$ cat src/rtl/cla_addsub_pipe.sv
// Pipelined carry-lookahead adder/subtractor with a valid/ready handshake.
// Define CLA_OVERFLOW_EN to add the signed-overflow output out_ovf.
module cla_addsub_pipe #(
   parameter int WIDTH  = 64,
   parameter int GROUP  = 4,
   parameter int STAGES = 2
) (
   input  logic             clk,
   input  logic             rst_n,
   input  logic             in_valid,
   output logic             in_ready,
   input  logic             in_sub,
   input  logic [WIDTH-1:0] in_a,
   input  logic [WIDTH-1:0] in_b,
   input  logic             in_ci,
   output logic             out_valid,
   input  logic             out_ready,
   output logic [WIDTH-1:0] out_res,
   output logic             out_co,
   output logic             out_gp,
`ifdef CLA_OVERFLOW_EN
   output logic             out_gg,
   output logic             out_ovf
`else
   output logic             out_gg
`endif
);
   localparam int NG = WIDTH / GROUP;
   localparam int L  = STAGES - 1;

   function automatic int grp_lo(input int s);
      return (s * NG) / STAGES;
   endfunction

   function automatic int stage_of(input int g);
      int r;
      r = 0;
      for (int s = 0; s < STAGES; s++) begin
         if (g >= grp_lo(s)) r = s;
      end
      return r;
   endfunction

   // Bits owned by stage s: the result slice that stage fills in.
   function automatic logic [WIDTH-1:0] stage_mask(input int s);
      logic [WIDTH:0] one;
      logic [WIDTH:0] m;
      one = {{WIDTH{1'b0}}, 1'b1};
      m   = (one << (grp_lo(s + 1) * GROUP)) - (one << (grp_lo(s) * GROUP));
      return m[WIDTH-1:0];
   endfunction

   logic             adv;
   logic [WIDTH-1:0] res_all;

   // Reset forces the pipe to advance so in_ready stays high while rst_n is low.
   assign adv      = ~rst_n | out_ready | ~out_valid;
   assign in_ready = adv;

   for (genvar si = 0; si < STAGES; si++) begin : stg
      localparam int               HI   = grp_lo(si + 1);
      localparam logic [WIDTH-1:0] MASK = stage_mask(si);

      logic             v_in, sub_in, c_in, gp_in, gg_in;
      logic [WIDTH-1:0] a_in, b_in, res_in;
      logic             c_d, gp_d, gg_d;
      logic [WIDTH-1:0] res_d;
      logic             v_q, sub_q, c_q, gp_q, gg_q;
      logic [WIDTH-1:0] res_q;

      if (si == 0) begin : g_head
         assign v_in   = in_valid;
         assign sub_in = in_sub;
         assign a_in   = in_a;
         assign b_in   = in_b ^ {WIDTH{in_sub}};
         assign c_in   = in_ci ^ in_sub;
         assign gp_in  = 1'b1;
         assign gg_in  = 1'b0;
         assign res_in = '0;
      end else begin : g_body
         assign v_in   = stg[si-1].v_q;
         assign sub_in = stg[si-1].sub_q;
         assign a_in   = stg[si-1].g_ab.a_q;
         assign b_in   = stg[si-1].g_ab.b_q;
         assign c_in   = stg[si-1].c_q;
         assign gp_in  = stg[si-1].gp_q;
         assign gg_in  = stg[si-1].gg_q;
         assign res_in = stg[si-1].res_q;
      end

      assign c_d   = grp[HI-1].c_out;
      assign gp_d  = grp[HI-1].gp_run;
      assign gg_d  = grp[HI-1].gg_run;
      assign res_d = (res_in & ~MASK) | (res_all & MASK);

      // Payload only loads with a valid beat so idle outputs never toggle.
      always_ff @(posedge clk) begin
         if (!rst_n) begin
            v_q   <= 1'b0;
            sub_q <= 1'b0;
            c_q   <= 1'b0;
            gp_q  <= 1'b0;
            gg_q  <= 1'b0;
            res_q <= '0;
         end else if (adv) begin
            v_q <= v_in;
            if (v_in) begin
               sub_q <= sub_in;
               c_q   <= c_d;
               gp_q  <= gp_d;
               gg_q  <= gg_d;
               res_q <= res_d;
            end
         end
      end

      if (si < STAGES - 1) begin : g_ab
         logic [WIDTH-1:0] a_q, b_q;
         always_ff @(posedge clk) begin
            if (adv && v_in) begin
               a_q <= a_in;
               b_q <= b_in;
            end
         end
      end
   end

   for (genvar gi = 0; gi < NG; gi++) begin : grp
      localparam int S     = stage_of(gi);
      localparam bit FIRST = (gi == grp_lo(S));

      logic [GROUP-1:0] a_g, b_g;
      logic             c_grp, gp_prev, gg_prev;
      logic             grp_p, grp_g, c_out, gp_run, gg_run;

      assign a_g = stg[S].a_in[gi*GROUP +: GROUP];
      assign b_g = stg[S].b_in[gi*GROUP +: GROUP];

      if (FIRST) begin : g_cin
         assign c_grp   = stg[S].c_in;
         assign gp_prev = stg[S].gp_in;
         assign gg_prev = stg[S].gg_in;
      end else begin : g_cin
         assign c_grp   = grp[gi-1].c_out;
         assign gp_prev = grp[gi-1].gp_run;
         assign gg_prev = grp[gi-1].gg_run;
      end

      // Each bit carry is formed directly from the group carry-in via prefix P/G.
      for (genvar bi = 0; bi < GROUP; bi++) begin : bit_l
         logic p, g, pp, gpre, ci;
         assign p = a_g[bi] ^ b_g[bi];
         assign g = a_g[bi] & b_g[bi];
         if (bi == 0) begin : g_first
            assign pp   = p;
            assign gpre = g;
            assign ci   = c_grp;
         end else begin : g_next
            assign pp   = bit_l[bi-1].pp & p;
            assign gpre = g | (p & bit_l[bi-1].gpre);
            assign ci   = bit_l[bi-1].gpre | (bit_l[bi-1].pp & c_grp);
         end
         assign res_all[gi*GROUP + bi] = p ^ ci;
      end

      assign grp_p  = bit_l[GROUP-1].pp;
      assign grp_g  = bit_l[GROUP-1].gpre;
      assign c_out  = grp_g | (grp_p & c_grp);
      assign gp_run = grp_p & gp_prev;
      assign gg_run = grp_g | (grp_p & gg_prev);
   end

   assign out_valid = stg[L].v_q;
   assign out_res   = stg[L].res_q;
   assign out_co    = stg[L].c_q ^ stg[L].sub_q;
   assign out_gp    = stg[L].gp_q;
   assign out_gg    = stg[L].gg_q;

`ifdef CLA_OVERFLOW_EN
   logic ovf_q;

   // Overflow is carry-out of the MSB against carry-in to the MSB.
   always_ff @(posedge clk) begin
      if (!rst_n) begin
         ovf_q <= 1'b0;
      end else if (adv && stg[L].v_in) begin
         ovf_q <= grp[NG-1].c_out ^ grp[NG-1].bit_l[GROUP-1].ci;
      end
   end

   assign out_ovf = ovf_q;
`endif

endmodule

$ cat config.mk
export PLATFORM = sky130hd
export DESIGN_NAME = cla_addsub_pipe
export DESIGN_NICKNAME = d
export VERILOG_FILES = /design/src/rtl/cla_addsub_pipe.sv
export SDC_FILE = /design/constraint.sdc
export NUM_CORES = 1
export LEC_CHECK = 0
export BUFFER_PORTS_ARGS = -buffer_cell sky130_fd_sc_hd__buf_2
export CORE_MARGIN = 2
export CORE_UTILIZATION = 59
export CTS_CLUSTER_DIAMETER = 30
export DETAILED_ROUTE_END_ITERATION = 8
export PLACE_DENSITY_LB_ADDON = 0.15
export SYNTH_ARGS = -nofsm -noshare
export SYNTH_HDL_FRONTEND = slang
export SYNTH_SLANG_ARGS = --single-unit
export TNS_END_PERCENT = 30
$ cat constraint.sdc
create_clock -name clk -period 9.6 [get_ports clk]
set_clock_uncertainty 0.05 [all_clocks]
set_input_delay 0.96 -clock clk [delete_from_list [all_inputs] [get_ports clk]]
set_output_delay 0.96 -clock clk [all_outputs]
set_load 0.03 [all_outputs]
==> results of run 1 <==
==> power groups by stage <==
| stage | logic (W) | registers [W] | clock network [W] |
|---|---|---|---|
| 4_1_cts | 0.000465 | 0.000840 | 0.000694 |
| 2_1_floorplan | 0.000302 | 0.000886 | 0 |
| 3_5_place_dp | 0.000460 | 0.000855 | 0 |
| 6_report | 0.000465 | 0.000841 | 0.000686 |
| 3_3_place_gp | 0.000451 | 0.000854 | 0 |
| 5_1_grt | 0.000519 | 0.000846 | 0.000724 |
==> cell type report <==
cell class	count	share of cell area (%)
multi-input combinational	677	44.54
clock inverter	12	1.298
inverter	39	1.343
clock buffer	20	4.064
tap	211	2.402
sequential	170	36.79
timing repair buffer	207	9.562
==> cell families (layout without fill, tap and decap cells) <==
| logic type | after synthesis | after routing | share of synthesized area [%] |
|---|---|---|---|
| muxes | 3 | 3 | 0.3520 |
| AOI/OAI and AO/OA | 230 | 230 | 17.64 |
| and+or+nand+nor | 261 | 261 | 12.98 |
| DFF | 170 | 170 | 43.75 |
| buffers and inverters | 77 | 278 | 3.425 |
| xor gates and xnor gates | 104 | 104 | 9.936 |
| adders and majority gates | 79 | 79 | 11.91 |
==> metrics by stage <==
step	power, W	setup slack [ps]	instances	hold slack, ps
floorplan	0.001189	5199	924	374.9
global placement	0.001304	4918	1304	381.5
detailed placement	0.001315	4813	1304	389.6
CTS	0.001999	5257	1336	402.1
global route	0.002089	4967	1336	429.6
finish	0.001992	5225	1336	400.6
==> sequential cells by signal, indices dropped and copies added, names as in the netlist <==
name          flops
stg.c_q           1
grp.gg_prev       1
out_res          64
stg.g_ab.b_q     32
stg.g_ab.a_q     32
out_valid         1
grp.gp_prev       1
out_gg            1
stg.sub_q         2
grp.bit_l.ci      1
stg.v_q           1
stg.res_q        32
out_gp            1
==> routing by layer <==
layer / global-route usage [%] / up-vias
met2: 40.43 / 235
met1: 36.26 / 3404
met4: 8.568 / 0
li1: - / 3620
met3: 5.078 / 36
met5: 0 / -
==> worst min-delay path, stage by stage, from the launching register on <==
cell	delay [ps]
dfxtp_1	310
nand2_1	50
o21ai_1	50
==> cells in the final DEF, fill, tap and decap left out, types with 4 or more instances in the layout <==
| cell type | Yosys | routed |
|---|---|---|
| buf_2 | 0 | 201 |
| nand2_1 | 164 | 163 |
| dfxtp_1 | 106 | 106 |
| xor2_1 | 75 | 75 |
| ha_1 | 64 | 64 |
| edfxtp_1 | 64 | 64 |
| a21boi_0 | 49 | 49 |
| a21oi_1 | 45 | 44 |
| o21ai_0 | 42 | 42 |
| inv_1 | 38 | 37 |
| xnor2_1 | 28 | 28 |
| nor2_1 | 26 | 26 |
| a21o_1 | 20 | 20 |
| clkbuf_16 | 0 | 17 |
| fa_1 | 15 | 15 |
| o211a_1 | 13 | 13 |
| and2_1 | 12 | 12 |
| nand4_1 | 9 | 9 |
| nand3_1 | 9 | 9 |
| a211oi_1 | 8 | 8 |
| o21bai_1 | 6 | 6 |
| buf_4 | 0 | 6 |
| nor2b_1 | 5 | 5 |
| o31ai_1 | 5 | 5 |
| and4_1 | 4 | 4 |
| nor3b_1 | 4 | 4 |
| a221o_1 | 4 | 4 |
| o21a_1 | 4 | 4 |
| nand2b_1 | 4 | 4 |
| nor3_1 | 4 | 4 |
==> path summary, 6_finish.rpt <==
| kind | startpoint | endpoint | slack [ps] |
|---|---|---|---|
| min | stg[0].res_q[29] | stg[0].res_q[29] | 400 |
| min reg2reg | stg[0].res_q[29] | stg[0].res_q[29] | 400 |
| max reg2reg | out_valid | stg[0].res_q[30] | 5990 |
| max | in_sub | stg[0].res_q[21] | 5220 |
==> results_dict.tcl, run 1 <==
set metrics [dict create \
    outcome "finished clean" \
    syn_to_final_growth_pct 18.93 \
    report.final.slew_viol_count 0 \
    worstRegToRegCells 8 \
    intPower_w 0.001396 \
    postCtsSetupRepairBufs 0 \
    timing.final.crit_share_pct 45.57 \
    grtUsageTotal_pct 25.84 \
    syn_area_per_cell_um2 10.00 \
    die_area_um2 16680 \
    core_area_um2 15260 \
    grt_overflow 0 \
    cts_max_level 4 \
    routed-wl-met3_um 1231 \
    cp_common_cell "buf_4" \
    gp_congestion 0.8708 \
    p_comb_share_pct 23.4 \
    clk_latency_ps 430 \
    hold_buffers 0 \
    n_fill_cell 1182 \
    whs_path_depth 2 \
    worstSetupEndpointType "flop" \
    clkPwrFrac_pct 34.4 \
    drive_gt1_share_pct 23.20 \
    die_y_um 129.2 \
    wl_met1_um 10110 \
    ys_types 78 \
    worst_pin_slew_ps 1183 \
    syn_area_um2 9243 \
    crit_family "buffers and inverters" \
    wl_met2_um 9520 \
    top_layer "met4" \
    grt_max_degree 86 \
    hpwl_um 15040 \
    clk_path_buf_depth 2 \
    nNetsFinal 1325 \
    dr.first_iter.drc_count 500 \
    switching_share_pct 29.91 \
    netlist_instances 924 \
    vias 7295 \
    clk_pin_slew_ps 60 \
    clock_sinks 170 \
    design_area_um2 10990 \
    grt_pass1_wl_um 33840 \
    grt_pass1_vias 6976 \
    synth_top_area_cell "dfxtp_1" \
    power.switching_w 0.0005957 \
    antenna_found_initial 0 \
    max_stage_delay_ps 630 \
    synth_edf_count 64 \
    hp-class "flop to flop" \
    yosysTopAreaCellShare_pct 22.96 \
    fin_crit_ps 4375 \
    max-vdd-ir-drop_mv 0.1354 \
    synthFlopType "dfxtp_1" \
    crit_chain "buf_4 -> buf_4 -> xor2_1 -> ha_1 -> a21oi_1 -> o21ai_0 -> a22oi_1 -> nand3b_1 -> inv_1 -> o21bai_1 -> fa_1 -> xnor2_1 -> nand2_1 -> o211a_1" \
    post_drt_wl_per_cell_um 15.97 \
    ant_nets 0 \
    multi_input_area_um2 4896 \
    ys_warn_count 0 \
    max-cap-violations 0 \
    required_ps 9860 \
    critPathKind "primary input to flop" \
    rsz0062_at_grt "false" \
    die_x_um 129.2 \
    port_buffers 202 \
    hold_viol_final 0 \
    synth_common_cells "164 x nand2_1, 106 x dfxtp_1, 75 x xor2_1, 64 x edfxtp_1, 64 x ha_1" \
    final_core_util_pct 72.04 \
    finalSetupTns_ps 0 \
    worst-path-max-fanout 38 \
    p_per_area_nw_per_um2 181.2 \
    cts-resized-gates 0 \
    setup_viol 0 \
    arrival_ps 4640 \
    firstDrtPassIters 5 \
    placed_cell_area_um2 10400 \
    yosysMostFrequentCell "nand2_1" \
    numCtsBuffers 17 \
    ys_seq_area_share_pct 43.75 \
    power_leakage_nw 4.953 \
    worst-path-stages 14 \
    drcViolationCount 0 \
    cts_tree "yes" \
    synth_nets 1137 \
    antennaDiodeCount 0 \
    rows 45 \
    fmax_mhz 228.6 \
    relSlewSlack_pct 20.82 \
    start_kind "primary input" \
    synthArstFlopShare_pct 0 \
    seq_area_um2 4044 \
    via_per_inst 5.460 \
    io_pins 203 \
    totalWireLength_um 21340 \
    initial_core_util_pct 60.57 \
    clockRootBuffer "clkbuf_16" \
    yosys-top-cells-area "dfxtp_1 23%, edfxtp_1 21%, ha_1 8.7%, xor2_1 7.1%, nand2_1 6.7%" \
    slowest_stage "buf_4" \
    cp_num_buf_inv 3 \
    synth-seq-cells 170 \
    seqPwrFrac_pct 42.2 \
]
Power figures use the tool's default switching activity.
==> inputs of run 2 (changes only) <==
--- a/config.mk
+++ b/config.mk
@@ -5,9 +5,10 @@
 export SDC_FILE = /design/constraint.sdc
 export NUM_CORES = 1
 export LEC_CHECK = 0
+export ABC_AREA = 1
 export BUFFER_PORTS_ARGS = -buffer_cell sky130_fd_sc_hd__buf_2
 export CORE_MARGIN = 2
-export CORE_UTILIZATION = 59
+export CORE_UTILIZATION = 49
 export CTS_CLUSTER_DIAMETER = 30
 export DETAILED_ROUTE_END_ITERATION = 8
 export PLACE_DENSITY_LB_ADDON = 0.15
==> constraint.sdc (replaced) <==
create_clock -name clk -period 3.8 [get_ports clk]
set_clock_uncertainty 0.05 [all_clocks]
set_input_delay 0.38 -clock clk [delete_from_list [all_inputs] [get_ports clk]]
set_output_delay 0.38 -clock clk [all_outputs]
set_load 0.03 [all_outputs]
==> results_dict.tcl, run 2 <==
set metrics [dict create \
    slowest_stage "edfxtp_1" \
    die_area_um2 19200 \
    clk_pin_slew_ps 60 \
    arrival_ps 3430 \
    fin_crit_ps 3175 \
    grt_overflow 0 \
    ant_nets 0 \
    design_area_um2 10700 \
    rsz0062_at_grt "false" \
    clk_latency_ps 430 \
    critical_path.reg2reg.startpoint "stg[0].g_ab.b_q[33]" \
    clockRootBuffer "clkbuf_16" \
    worst_pin_slew_ps 777.7 \
    grt_pass1_vias 6838 \
    p_per_area_nw_per_um2 469.3 \
    setup_viol 0 \
    vias 7029 \
    syn_to_final_growth_pct 20.62 \
    relSlewSlack_pct 48.15 \
    layout_common_cells "201 x buf_2, 106 x dfxtp_1, 104 x nand2_1, 102 x o21ai_0, 100 x xor2_1" \
    max_stage_delay_ps 380 \
    synth_top_area_cell "dfxtp_1" \
    holdCritStartpoint "in_a[60]" \
    grt_pass1_wl_um 33500 \
    grt_max_degree 82 \
    placed_cell_area_um2 10110 \
    synthArstFlopShare_pct 0 \
    layout_commonest_cell "buf_2" \
    report.final.slew_viol_count 0 \
    post_drt_wl_per_cell_um 14.85 \
    worstSetupEndpointType "flop" \
    cts_tree "yes" \
    r2r-end "out_res[61]" \
    synthFlopType "dfxtp_1" \
    ys_types 37 \
    drcViolationCount 0 \
    antenna_found_initial 1 \
    core_area_um2 17840 \
    totalWireLength_um 20840 \
    numCtsBuffers 17 \
    io_pins 203 \
    synth_nets 1181 \
    yosysMostFrequentCell "dfxtp_1" \
    cp_common_cell "nand2_1" \
    required_ps 4050 \
    crit_chain "ha_1 -> nand2_1 -> nor2_1 -> nand2_1 -> nand3_1 -> nand2_1 -> nand2_1 -> nand2_1 -> nand2_1 -> nand2_1 -> nand2_1 -> nand2_1 -> nand2_1 -> nand2_1 -> nand2_1 -> nand2_1 -> nand2_2 -> inv_1 -> fa_1 -> xor2_1 -> a21oi_1" \
    finalSetupTns_ps 0 \
    dp.cells 1371 \
    finalWorstSetupSlack_ps 625.2 \
    outcome "finished clean" \
    yosys-top-cells-area "dfxtp_1 24%, edfxtp_1 22%, xor2_1 9.9%, ha_1 9.0%, o21ai_0 5.8%" \
    die_y_um 138.6 \
    ys_seq_area_share_pct 45.59 \
    yosysTopAreaCellShare_pct 23.92 \
    drive_gt1_share_pct 22.40 \
    final_cells 1404 \
    synth-seq-cells 170 \
    syn_area_um2 8871 \
    cts_max_level 4 \
    worst-path-max-fanout 4 \
    cts-resized-gates 0 \
    dr.first_iter.drc_count 414 \
    synth_common_cells "106 x dfxtp_1, 104 x nand2_1, 102 x o21ai_0, 100 x xor2_1, 99 x a21oi_1" \
    fmax_mhz 315.0 \
    hp-class "primary input to flop" \
    via_per_inst 5.006 \
    clk_path_buf_depth 2 \
    die_x_um 138.6 \
    power_leakage_nw 5.100 \
    gp_congestion 0.8280 \
    hpwl_um 14810 \
    netlist_instances 968 \
    nNetsFinal 1374 \
    rows 49 \
    firstDrtPassIters 5 \
    max-cap-violations 0 \
    largest_reg_flops 64 \
    worstRegToRegCells 21 \
    min_to "stg[0].g_ab.a_q[60]" \
    hold_buffers 0 \
    port_buffers 202 \
    reg2reg_slack_ps 630 \
    start_kind "flop" \
    hold_viol_final 0 \
    ys_warn_count 0 \
    max-vdd-ir-drop_mv 0.4780 \
    grtUsageTotal_pct 22.03 \
    synth_edf_count 64 \
    syn_area_per_cell_um2 9.164 \
    timing.final.crit_share_pct 83.55 \
    critPathKind "flop to flop" \
    postCtsSetupRepairBufs 0 \
    holdWs_ps 69.11 \
    initial_core_util_pct 49.72 \
    clock_sinks 170 \
    dp_slack_ps 430.0 \
    whs_path_depth 1 \
]
[run 2: changes by cell type in the layout (fill, tap and decap cells not counted), sizes merged, moves of 6 or more]
cell | before | now
o211a | 13 | 0
xnor2 | 28 | 7
nand2 | 164 | 118
o21ai | 44 | 105
nand3 | 10 | 21
a21oi | 46 | 100
a21o | 22 | 0
inv | 40 | 96
a21boi | 49 | 2
xor2 | 76 | 101
and2 | 12 | 0
nand4 | 10 | 4
nor2 | 26 | 98
[run 2: logic make-up (layout without fill, tap and decap cells)]
family | Yosys count | after routing | synth area share [%]
simple gates | 247 | 247 | 11.82
fa+ha+maj | 79 | 79 | 12.41
xor+xnor | 108 | 108 | 10.87
other cells | 0 | 1 | 0
compound gates | 227 | 227 | 13.46
flops | 170 | 170 | 45.59
buf+inv | 137 | 343 | 5.853
[run 2: worst max path at each step]
stage	from	end	slack, ps	depth (start not counted)
finish	stg[0].g_ab.b_q[33]	out_res[61]	630	21
global route	stg[0].g_ab.b_q[33]	out_res[61]	180	21
CTS	stg[0].g_ab.a_q[33]	out_res[61]	570	21
detailed placement	in_sub	stg[0].res_q[25]	430	16
global placement	in_sub	stg[0].res_q[25]	480	16
floorplan	rst_n	stg[0].g_ab.a_q[32]	60	7
[run 2: critical path, delay by kind of cell, from the launching register on]
kind	cells	cell delay [ps]
buffers and inverters	1	60
and+or+nand+nor	16	1610
adders and majority gates	2	720
xor gates and xnor gates	1	150
AOI/OAI and AO/OA	1	80
DFF	1	380
[run 2: routing by layer]
metal	share of wire [%]	GRT usage, %
met5	0	0
met4	1.8	7.626
met3	5.5	4.558
met2	49	37.75
met1	44	27.79
[run 2: power breakdown]
part | internal [W] | total, W | switching, W
sequential | 0.00206 | 0.00213 | 0.0000691
clock | 0.00102 | 0.00174 | 0.000724
combinational | 0.000427 | 0.00115 | 0.000724
total | 0.00351 | 0.00502 | 0.00152
[run 2: metrics by stage]
step / power, W / utilization (%)
after floorplan: 0.002988 / -
after global placement: 0.003304 / 56.65
after detailed placement: 0.003321 / 56.65
after CTS: 0.005064 / 59.96
after global routing: 0.005289 / 59.96
final: 0.005022 / 59.98
[run 2: layout make-up]
class | instances | area (um2)
tap | 229 | 286.5
inverter | 99 | 372.9
clock buffer | 21 | 470.5
antenna | 1 | 2.502
timing repair buffer | 212 | 1089
multi-input combinational | 661 | 4315
fill | 1569 | 7141
clock inverter | 11 | 120.1
sequential | 170 | 4044
==> inputs of run 3 (changes only) <==
==> constraint.sdc (replaced) <==
create_clock -name clk -period 2.6 [get_ports clk]
set_clock_uncertainty 0.05 [all_clocks]
set_input_delay 0.26 -clock clk [delete_from_list [all_inputs] [get_ports clk]]
set_output_delay 0.26 -clock clk [all_outputs]
set_load 0.03 [all_outputs]
==> results_dict.tcl, run 3 (synthesis gave the netlist of run 2 again) <==
set metrics [dict create \
    grt_max_degree 82 \
    max-vdd-ir-drop_mv 0.5127 \
    outcome "finished with violations" \
    die_y_um 138.6 \
    dp_slack_ps -276.9 \
    max_stage_delay_ps 520 \
    clk_pin_slew_ps 60 \
    port_buffers 202 \
    grt_pass1_wl_um 34360 \
    vias 7318 \
    hpwl_um 14840 \
    hold_viol_final 0 \
    io_pins 203 \
    max-cap-violations 0 \
    clock_sinks 170 \
    finalWorstSetupSlack_ps -83.86 \
    ant_nets 0 \
    report.final.slew_viol_count 0 \
    power.switching_w 0.002287 \
    grt_overflow 0 \
    rsz0062_at_grt "true" \
    numCtsBuffers 17 \
    fmax_mhz 372.6 \
    drcViolationCount 0 \
    nNetsFinal 1478 \
    intPower_w 0.005239 \
    gp_congestion 0.8331 \
    n_fill_cell 1555 \
    drive_gt1_share_pct 29.19 \
    core_area_um2 17840 \
    clk_path_buf_depth 2 \
    total_power_w 0.007527 \
    antennaDiodeCount 0 \
    switching_share_pct 30.39 \
    clk_latency_ps 430 \
    rows 49 \
    cts_max_level 4 \
    clockRootBuffer "clkbuf_16" \
    relSlewSlack_pct 49.53 \
    die_x_um 138.6 \
    seqPwrFrac_pct 41.4 \
    layout_commonest_cell "buf_2" \
    cp_common_cell "nand2_2" \
    crit_chain "ha_4 -> nand2_2 -> nand2_2 -> nand2_2 -> nand2_2 -> nand2_2 -> nand3_2 -> nand2_2 -> nand2_2 -> nand2_2 -> nand2_2 -> nand2_2 -> nand2_2 -> nand2_2 -> nand2_2 -> nand2_2 -> nand2_2 -> nand2_2 -> nand2_2 -> inv_2 -> fa_2 -> a21oi_1" \
    worstSetupEndpointType "flop" \
    critPathKind "flop to flop" \
    violations "setup timing" \
    arrival_ps 2940 \
    p_comb_share_pct 26.3 \
    totalWireLength_um 21080 \
    grt_pass1_vias 7146 \
    grtUsageTotal_pct 22.26 \
    power_leakage_nw 5.618 \
    initial_core_util_pct 49.72 \
    dr.first_iter.drc_count 388 \
    antenna_found_initial 0 \
    post_drt_wl_per_cell_um 13.98 \
    cts_tree "yes" \
    p_per_area_nw_per_um2 643.1 \
    clkPwrFrac_pct 32.4 \
    fin_crit_ps 2684 \
    multi_input_area_um2 4441 \
    start_kind "flop" \
    finalSetupTns_ps -270.2 \
    slowest_stage "fa_2" \
    die_area_um2 19200 \
    holdWs_ps 75.59 \
    firstDrtPassIters 5 \
    hp-class "primary input to flop" \
    layout_common_cells "201 x buf_2, 106 x dfxtp_1, 100 x xor2_1, 100 x o21ai_0, 97 x a21oi_1" \
    worst_pin_slew_ps 757.0 \
    seq_area_um2 4044 \
    required_ps 2850 \
    timing.final.crit_share_pct 103.2 \
    syn_to_final_growth_pct 31.93 \
    largest_reg_flops 64 \
    setup_viol 5 \
    final_core_util_pct 65.60 \
    worst-path-max-fanout 3 \
    via_per_inst 4.856 \
]
run 3: changes by cell type in the layout (fill, tap and decap cells not counted), sizes merged, moves of 2 or more:
cell / previous run / this run
dlygate4sd3: 0 / 32
buf: 212 / 284
clkbuf: 21 / 18
clkinvlp: 5 / 3
inv: 96 / 99
clkinv: 7 / 10
run 3: worst max-delay path: cells and delay by family, from the launching register on:
| family | cells | cell delay [ps] |
|---|---|---|
| buf+inv | 1 | 40 |
| compound gates | 1 | 50 |
| fa+ha+maj | 2 | 820 |
| simple gates | 18 | 1160 |
| flops | 1 | 420 |
run 3: final cells by class:
class | instances | area share [%]
Timing Repair Buffer | 316 | 17.01
Clock buffer | 18 | 3.849
Tap cell | 229 | 2.448
Clock inverter | 14 | 1.016
Multi-Input combinational cell | 661 | 37.94
Sequential cell | 170 | 34.55
Inverter | 99 | 3.186
run 3: power groups by stage:
stage | sequential [W] | combinational, W | clock (W)
6_report | 0.00311 | 0.00198 | 0.00244
5_1_grt | 0.00314 | 0.00221 | 0.00260
4_1_cts | 0.00311 | 0.00196 | 0.00249
3_5_place_dp | 0.00317 | 0.00188 | 0
3_3_place_gp | 0.00316 | 0.00185 | 0
2_1_floorplan | 0.00332 | 0.00105 | 0
run 3: final timing paths:
path	to	slack [ps]	cells past startpoint	from
hold / removal	stg[0].g_ab.b_q[57]	80	2	in_b[57]
setup reg to reg	out_res[60]	-80	22	stg[0].g_ab.a_q[33]
hold reg to reg	out_res[18]	400	2	stg[0].res_q[18]
setup / recovery	out_res[60]	-80	22	stg[0].g_ab.a_q[33]
run 3: metal layers:
metal / vias to the layer above / wire length (um) / GRT usage (%)
met2: 165 / 10060 / 38.07
met4: 0 / 335 / 7.197
met3: 22 / 980 / 3.695
li1: 3814 / - / -
met1: 3317 / 9705 / 28.97
met5: - / 0 / 0
run 3: timing repair:
action	4_1_cts	5_1_grt
hold endpoints to repair	32	0
endpoints found under the setup margin	7	20
gates resized for setup	11	26
hold buffers	32	0
pin swaps	7	12
buffers inserted	2	2
run 3: metrics by stage:
step | area, um2 | std cells
2_1_floorplan | 8927 | 968
3_3_place_gp | 10660 | 1439
3_5_place_dp | 10660 | 1439
4_1_cts | 11610 | 1505
5_1_grt | 11700 | 1507
6_report | 11700 | 1507
